--- src/rtl/instr_encoder.sv ---
// Packs opcode/register/immediate fields into 16-bit instruction words and streams them out
// with sequential load addresses. Define ENC_IMM_SAT_EN to clamp out-of-range immediates.
module instr_encoder #(
    parameter int unsigned WIDTH  = 16,
    parameter int unsigned ADDR_W = 8
) (
    input  logic              clk,
    input  logic              reset,
    input  logic              in_valid,
    output logic              in_ready,
    input  logic [3:0]        op,
    input  logic [2:0]        rd,
    input  logic [2:0]        rs1,
    input  logic [2:0]        rs2,
    input  logic [WIDTH-1:0]  imm,
    output logic              out_valid,
    input  logic              out_ready,
    output logic [WIDTH-1:0]  out_instr,
    output logic [ADDR_W-1:0] out_addr,
    output logic              err,
    input  logic              err_clr
);

    // Opcode values shared with the decode stage.
    localparam logic [3:0] OP_ADDI = 4'h1;
    localparam logic [3:0] OP_SLLI = 4'h2;
    localparam logic [3:0] OP_SRLI = 4'h3;
    localparam logic [3:0] OP_BEQ  = 4'h4;
    localparam logic [3:0] OP_BLT  = 4'h5;
    localparam logic [3:0] OP_J    = 4'h6;

    typedef enum logic [0:0] {StRun, StErr} state_e;

    state_e            state;
    logic [ADDR_W-1:0] cnt;
    logic              accept;
    logic              fire;
    logic              imm_bad;
    logic              drop;
    logic [11:0]       imm_eff;
    logic [WIDTH-1:0]  enc;

    assign in_ready = (state == StRun) && (!out_valid || out_ready) && !reset;
    assign accept   = in_valid && in_ready;
    assign fire     = out_valid && out_ready;

    // Range check; imm_eff carries the clamped value used when saturation is enabled.
    always_comb begin
        imm_bad = 1'b0;
        imm_eff = imm[11:0];
        case (op)
            OP_ADDI, OP_BEQ, OP_BLT: begin
                if ($signed(imm) < -16'sd32) begin
                    imm_bad = 1'b1;
                    imm_eff = 12'hFE0;
                end else if ($signed(imm) > 16'sd31) begin
                    imm_bad = 1'b1;
                    imm_eff = 12'h01F;
                end
            end
            OP_SLLI, OP_SRLI: begin
                if (imm > 16'd15) begin
                    imm_bad = 1'b1;
                    imm_eff = 12'h00F;
                end
            end
            OP_J: begin
                if ($signed(imm) < -16'sd2048) begin
                    imm_bad = 1'b1;
                    imm_eff = 12'h800;
                end else if ($signed(imm) > 16'sd2047) begin
                    imm_bad = 1'b1;
                    imm_eff = 12'h7FF;
                end
            end
            default: ;
        endcase
    end

    always_comb begin
        case (op)
            OP_ADDI, OP_SLLI, OP_SRLI: enc = {op, rd, imm_eff[5:0], rs1};
            OP_BEQ, OP_BLT:            enc = {op, rs1, rs2, imm_eff[5:0]};
            OP_J:                      enc = {op, imm_eff};
            default:                   enc = {op, rd, rs1, rs2, 3'b000};
        endcase
    end

`ifdef ENC_IMM_SAT_EN
    assign drop = 1'b0;
`else
    assign drop = imm_bad;
`endif

    always_ff @(posedge clk) begin
        if (reset) begin
            state     <= StRun;
            out_valid <= 1'b0;
            out_instr <= '0;
            out_addr  <= '0;
            cnt       <= '0;
            err       <= 1'b0;
        end else begin
            if (fire) begin
                cnt       <= cnt + 1'b1;
                out_valid <= 1'b0;
            end
            if (accept && !drop) begin
                out_valid <= 1'b1;
                out_instr <= enc;
                // The word leaving this cycle has already consumed cnt.
                out_addr  <= fire ? cnt + 1'b1 : cnt;
            end
`ifdef ENC_IMM_SAT_EN
            err <= accept && imm_bad;
`else
            if (accept && imm_bad) begin
                err   <= 1'b1;
                state <= StErr;
            end else if (err_clr && state == StErr) begin
                err   <= 1'b0;
                state <= StRun;
            end
`endif
        end
    end

endmodule

--- config.mk ---
export PLATFORM = sky130hd
export DESIGN_NAME = instr_encoder
export DESIGN_NICKNAME = d
export VERILOG_FILES = /design/src/rtl/instr_encoder.sv
export SDC_FILE = /design/constraint.sdc
export NUM_CORES = 1
export LEC_CHECK = 0
export ABC_AREA = 1
export CAP_MARGIN = 20
export CORE_UTILIZATION = 42
export DETAILED_ROUTE_END_ITERATION = 7
export GPL_TIMING_DRIVEN = 0
export MAX_ROUTING_LAYER = met4
export PLACE_DENSITY = 0.84
export SLEW_MARGIN = 20
export SYNTH_ARGS = -nofsm -noshare
export SYNTH_HDL_FRONTEND = slang
export SYNTH_SLANG_ARGS = --single-unit
--- constraint.sdc ---
create_clock -name clk -period 1.85 [get_ports clk]
set_input_delay 0.2775 -clock clk [delete_from_list [all_inputs] [get_ports clk]]
set_output_delay 0.2775 -clock clk [all_outputs]
set_load 0.01 [all_outputs]
== After elaboration in Yosys (flattened, before gate mapping) ==
Cells that the tools add are included.

* Logic and storage cells: 53
* Output and inout bits: 27
* Flip-flop bits (word level): 34

* Bitwise gates (word level): 1
* Muxes and demuxes: 18
* Eq/ne operators: 6
* Reduce and logical (&&, ||, !) cells: 17
* $lt $le $gt $ge: 5
* Add/sub/neg operators: 1

{| class="wikitable"
|+ Operators with widths
! cell !! count
|-
| case mux 12 bit (3 select lines) || 2
|-
| two-way mux 12 bit || 5
|-
| greater-than comparator 16 x 12 -> 1 bit (second input constant) || 1
|-
| greater-than comparator 16 x 4 -> 1 bit (second input constant) || 1
|-
| greater-than comparator 16 x 6 -> 1 bit (second input constant) || 1
|-
| less-than comparator 16 x 12 -> 1 bit (second input constant) || 1
|-
| less-than comparator 16 x 6 -> 1 bit (second input constant) || 1
|-
| equality test 4 x 3 -> 1 bit (second input constant) || 3
|-
| two-way mux 1 bit || 9
|-
| adder 8 x 1 -> 8 bit (second input constant) || 1
|-
| equality test 4 x 2 -> 1 bit (second input constant) || 2
|-
| two-way mux 8 bit || 1
|-
| logical AND 1 bit || 7
|-
| OR reduction 3 bit || 2
|-
| equality test 4 x 1 -> 1 bit (second input constant) || 1
|-
| nonzero test 2 bit || 2
|-
| OR reduction 2 bit || 2
|-
| zero test 1 bit || 3
|-
| case mux 1 bit (3 select lines) || 1
|-
| logical OR 1 bit || 1
|-
| NOT 1 bit || 1
|}

== Depth between registers and ports, before layout ==
* Word-level depth: 7
* Mapped depth: 12
* Gate-level depth less buffers: 12

== Least setup slack after synthesis ==
No wires, ideal clock.

* Path kind: register to register
* Start point: register out_valid
* End point: register out_instr[13]
* Path buffers: 1
* Stages on the path, launching flop included: 10
* Arrival time: 1.383 ns
* Path slack: 0.346 ns
* Cells stage by stage: dfxtp_1 -> inv_1 -> nor2_1 -> nor3_1 -> nand2_1 -> inv_1 -> nand3_4 -> inv_4 -> buf_2 -> a21oi_1

* Word-level cells in the longest chain between the ends: 6

{| class="wikitable"
|+ RTL lines
! what !! line !! RTL
|-
| from (decl) || 16 || <nowiki>output logic out_valid,</nowiki>
|-
| from (signal assigned) || 98 || <nowiki>out_valid <= 1'b0;</nowiki>
|-
| from (signal assigned) || 106 || <nowiki>out_valid <= 1'b0;</nowiki>
|-
| from (signal assigned) || 109 || <nowiki>out_valid <= 1'b1;</nowiki>
|-
| zero test 1 bit || 43 || <nowiki>assign in_ready = (state == StRun) && (!out_valid || out_ready) && !reset;</nowiki>
|-
| logical OR 1 bit || 43 ||
|-
| logical AND 1 bit (2 in a row) || 43 ||
|-
| net in_ready || 10 || <nowiki>output logic in_ready,</nowiki>
|-
| logical AND 1 bit || 44 || <nowiki>assign accept = in_valid && in_ready;</nowiki>
|-
| logical AND 1 bit || 108 || <nowiki>if (accept && !drop) begin</nowiki>
|-
| to (signal assigned) || 110 || <nowiki>out_instr <= enc;</nowiki>
|-
| to (decl) || 18 || <nowiki>output logic [WIDTH-1:0] out_instr,</nowiki>
|}

The timed path passes the listed nets, and every way through them passes these cells.
A chain may end at the register's enable or synchronous reset.

== Worst setup path in the final report ==
* Start point: input op[1]
* End point: register out_instr[3]

* Word-level cells in the longest chain between the ends: 5
* Elaborated cells on any way between the ends: 15
* Classes of those cells: 6 x eq/ne; 3 x mux; 6 x reduce/logical

{| class="wikitable"
|+ RTL lines
! what !! line !! RTL
|-
| from (decl) || 11 || <nowiki>input logic [3:0] op,</nowiki>
|-
| parallel branches: the longest is 5 deep, another holds case mux 12 bit (3 select lines) || -- ||
|}

Parallel ways; which one is timed is not known.

==> flow_summary_export.csv <==
group,metric,value,unit
finish,syn_to_final_growth,49.5,%
drt,num_vias,2137,
drt,wl_per_cell,12.6,um
yosys,yosys_warnings,0,
clocking,cts_buffers,5,
global_routing,antenna_found_initial,0,
clocking,clkTransAtPathRegs,0.07,ns
pwr,ir_worst_vdd,0.000391,V
setup_path,crit_type,"primary input to flip-flop",
drt,ant_nets,0,
drt,via_per_inst,5.10,
drt,dr_wl_met3,254,um
yosys,yosys.area.top_type_share,35.6,%
yosys,synth_area_leaders,"dfxtp_1 (36%), nand2_1 (14%), a21oi_1 (7.3%)",
yosys,ys_ff_latch,34,
setup_path,path_common_cell,"nand2_1",
global_routing,grt_pass1_wl,8630,um
placement,dp_hpwl,4030,um
clocking,cts_tree,"yes",
yosys,mappedNetlistArea,1910,um2
yosys,synthArstFlopShare,0,%
yosys,ys_seq_area_share,35.6,%
timing,tightest_slew,0.454,ns
timing,clock.fmax,571,MHz
drt,wl_met1,2340,um
setup_path,endpoint_kind,"flip-flop",
floorplan,start_util,43.9,%
hold_path,holdPathStages,3,
global_routing,grt_pass1_vias,1946,
yosys,synth.distinct_cells,35,
yosys,synth_simple_gate_area_share,29.1,%
run_status,outcome,"finished clean",
clocking,clock_tree.buffer_depth,2,
floorplan,die_h,69.4,um
placement,numPortBuffers,60,
finish,fin_cells,419,
timing,hold_viol,0,
finish,nets,401,
setup_path,cpPeakStageDelay,0.52,ns
timing,timing.hold.ws,0.322,ns
clocking,cts_sinks,34,
drt,drt_first_pass_iters,4,
yosys,synthXorXnorAreaFrac,3.21,%
floorplan,row_count,24,
timing,min_period_over_period,94.7,%
setup_path,crit_family,"buffers and inverters",
setup_path,critPathMaxFanout,10,
floorplan,io_pins,61,
global_routing,grt_start_max_net_pins,12,
setup_path,cp.buffers_inverters,5,
setup_path,worst_path_max_delay_cell,"clkdlybuf4s50_1",
drt,drc,0,
yosys,synth_ff_type,"dfxtp_1",
finish,layout-drive-gt1-share,15.3,%
yosys,synth_compound_area_share,20.2,%
setup_path,path_depth,11,
setup_path,crit_required,2.03,ns
setup_path,worstPathCellList,"clkdlybuf4s50_1, inv_1, nor2_2, nand2_1, nand2_1, inv_2, nand3_4, inv_4, buf_6, o21ai_0, nor2_1",
global_routing,overflow,0,
floorplan,core_area,4350,um2
clocking,clk_latency,0.28,ns
drt,drt_wl_total,5300,um
drt,highest_layer,"met4",
clocking,cts-root-buf,"clkbuf_8",
floorplan,die-area,4820,um2
placement,place_congestion,0.879,
setup_path,arrival,1.93,ns
finish,num_antenna_cells,0,
yosys,yosys.area.top_type,"dfxtp_1",
drt,met2WireLength,2590,um
yosys,syn_inst,290,
timing,clock_skew,0.00460,ns
yosys,synth-edff-count,0,
yosys,synth.avg_cell_area,6.58,um2
yosys,syn_nets,325,
flow_run,timing.max_cap.violations,0,
pwr,leakagePower,1.26,nW
hold_path,hp-class,"primary input to flip-flop",
yosys,synth.mux.area_fraction,0.524,%
placement,dp.cells,402,
timing,finalSetupViolations,0,
clocking,holdBufCountCts,0,
global_routing,grt_use_total,22.9,%
setup_path,start_kind,"primary input",
yosys,synth_top_family_by_area,"simple AND/OR/NAND/NOR gates",
timing,period_minus_slack,1.75,ns
floorplan,die_width,69.4,um
pwr,p_total,1.78,mW
pwr,p_per_area,624,nW/um2
timing,slew_headroom,69.7,%
yosys,synthAdderAreaFrac,0.655,%
setup_path,rr_worst_depth,7,
timing,maxSlewViolCount,0,
drt,drt_iter0_drc,93,
clocking,htreeDepth,2,
synth_stat cells (all sizes together), types with 2 or more instances:
| master | number |
|---|---|
| nor3 | 2 |
| buf | 5 |
| dfxtp | 34 |
| nand2 | 75 |
| o2111ai | 2 |
| o211ai | 5 |
| nor2 | 35 |
| inv | 41 |
| nand3 | 16 |
| o21ai | 26 |
| a21oi | 29 |
| clkbuf | 2 |
| o21bai | 2 |
| xor2 | 6 |
| a22oi | 2 |
cell usage in the layout (no fill, tap or decap), drive strengths merged, types with 2 or more instances in the layout:
cell and instances:
xor2 6, clkbuf 9, dlygate4sd2 2, dfxtp 34
nor3 2, nor2 35, a22oi 2, nand3 16
o2111ai 2, inv 41, o21bai 2, a21oi 29
o21ai 26, o211ai 5, clkdlybuf4s50 47, dlymetal6s2s 11
nand2 75, buf 13
path summary, 6_finish.rpt:
path	to	slack, ns	start
setup reg to reg	out_addr[7]	0.22	out_valid
hold / removal	out_instr[15]	0.32	op[3]
setup / recovery	out_instr[3]	0.1	op[1]
hold reg to reg	out_instr[1]	0.47	out_instr[1]
cell families (layout without fill, tap and decap cells):
kind of cell    count (synthesis)  after routing
compound gates                 68             68
xor+xnor                        7              7
fa+ha+maj                       1              1
buf+inv                        48            125
flops                          34             34
mux                             1              1
simple gates                  131            131
power breakdown:
group / leakage, nW / switching (mW) / total (mW) / internal, mW
clock network: 0.0472 / 0.270 / 0.569 / 0.299
registers: 0.277 / 0.0188 / 0.785 / 0.766
logic: 0.940 / 0.218 / 0.426 / 0.208
through the flow:
stage	util, %	instance area (um2)	setup TNS, ns	worst slack [ns]
3_3_place_gp	59.1	2570	-6.15	-0.390
2_1_floorplan	-	1910	0	0.346
4_1_cts	61.7	2690	0	0.0291
6_report	65.5	2850	0	0.0977
3_5_place_dp	59.1	2570	-6.91	-0.395
5_1_grt	65.5	2850	-0.116	-0.0446
cell type report:
type | count | area [um2]
buffer | 7 | 53.8
clock buffer | 6 | 82.6
clock inverter | 2 | 12.5
fill | 393 | 1500
inverter | 41 | 156
multi-input combinational | 208 | 1110
sequential | 34 | 681
tap | 52 | 65.1
timing repair buffer | 69 | 693
worst reg2reg max path, cell delays in order (launching register included):
cell	delay [ns]
dfxtp_1	0.35
nand2_1	0.12
nor3_1	0.31
nand3_1	0.19
nand3b_1	0.23
xnor2_1	0.15
inv_1	0.07
a21oi_1	0.13
routing by layer:
| metal | global-route usage, % | vias to the layer above |
|---|---|---|
| li1 | - | 1085 |
| met1 | 27.4 | 965 |
| met2 | 38.1 | 75 |
| met3 | 4.65 | 12 |
| met4 | 8.39 | 0 |
| met5 | - | - |
registers in the layout, summed over array words and instances (netlist names):
signal and cells:
out_valid 1, cnt 8, out_addr 8, out_instr 16, state 1
repair_timing:
| action | CTS | global route |
|---|---|---|
| endpoints found under the setup margin | 8 | 25 |
| buffers inserted | 2 | 7 |
| pin swaps | 1 | 10 |
| gates resized for setup | 3 | 33 |
No activity file was read; power rests on OpenSTA's default activity.
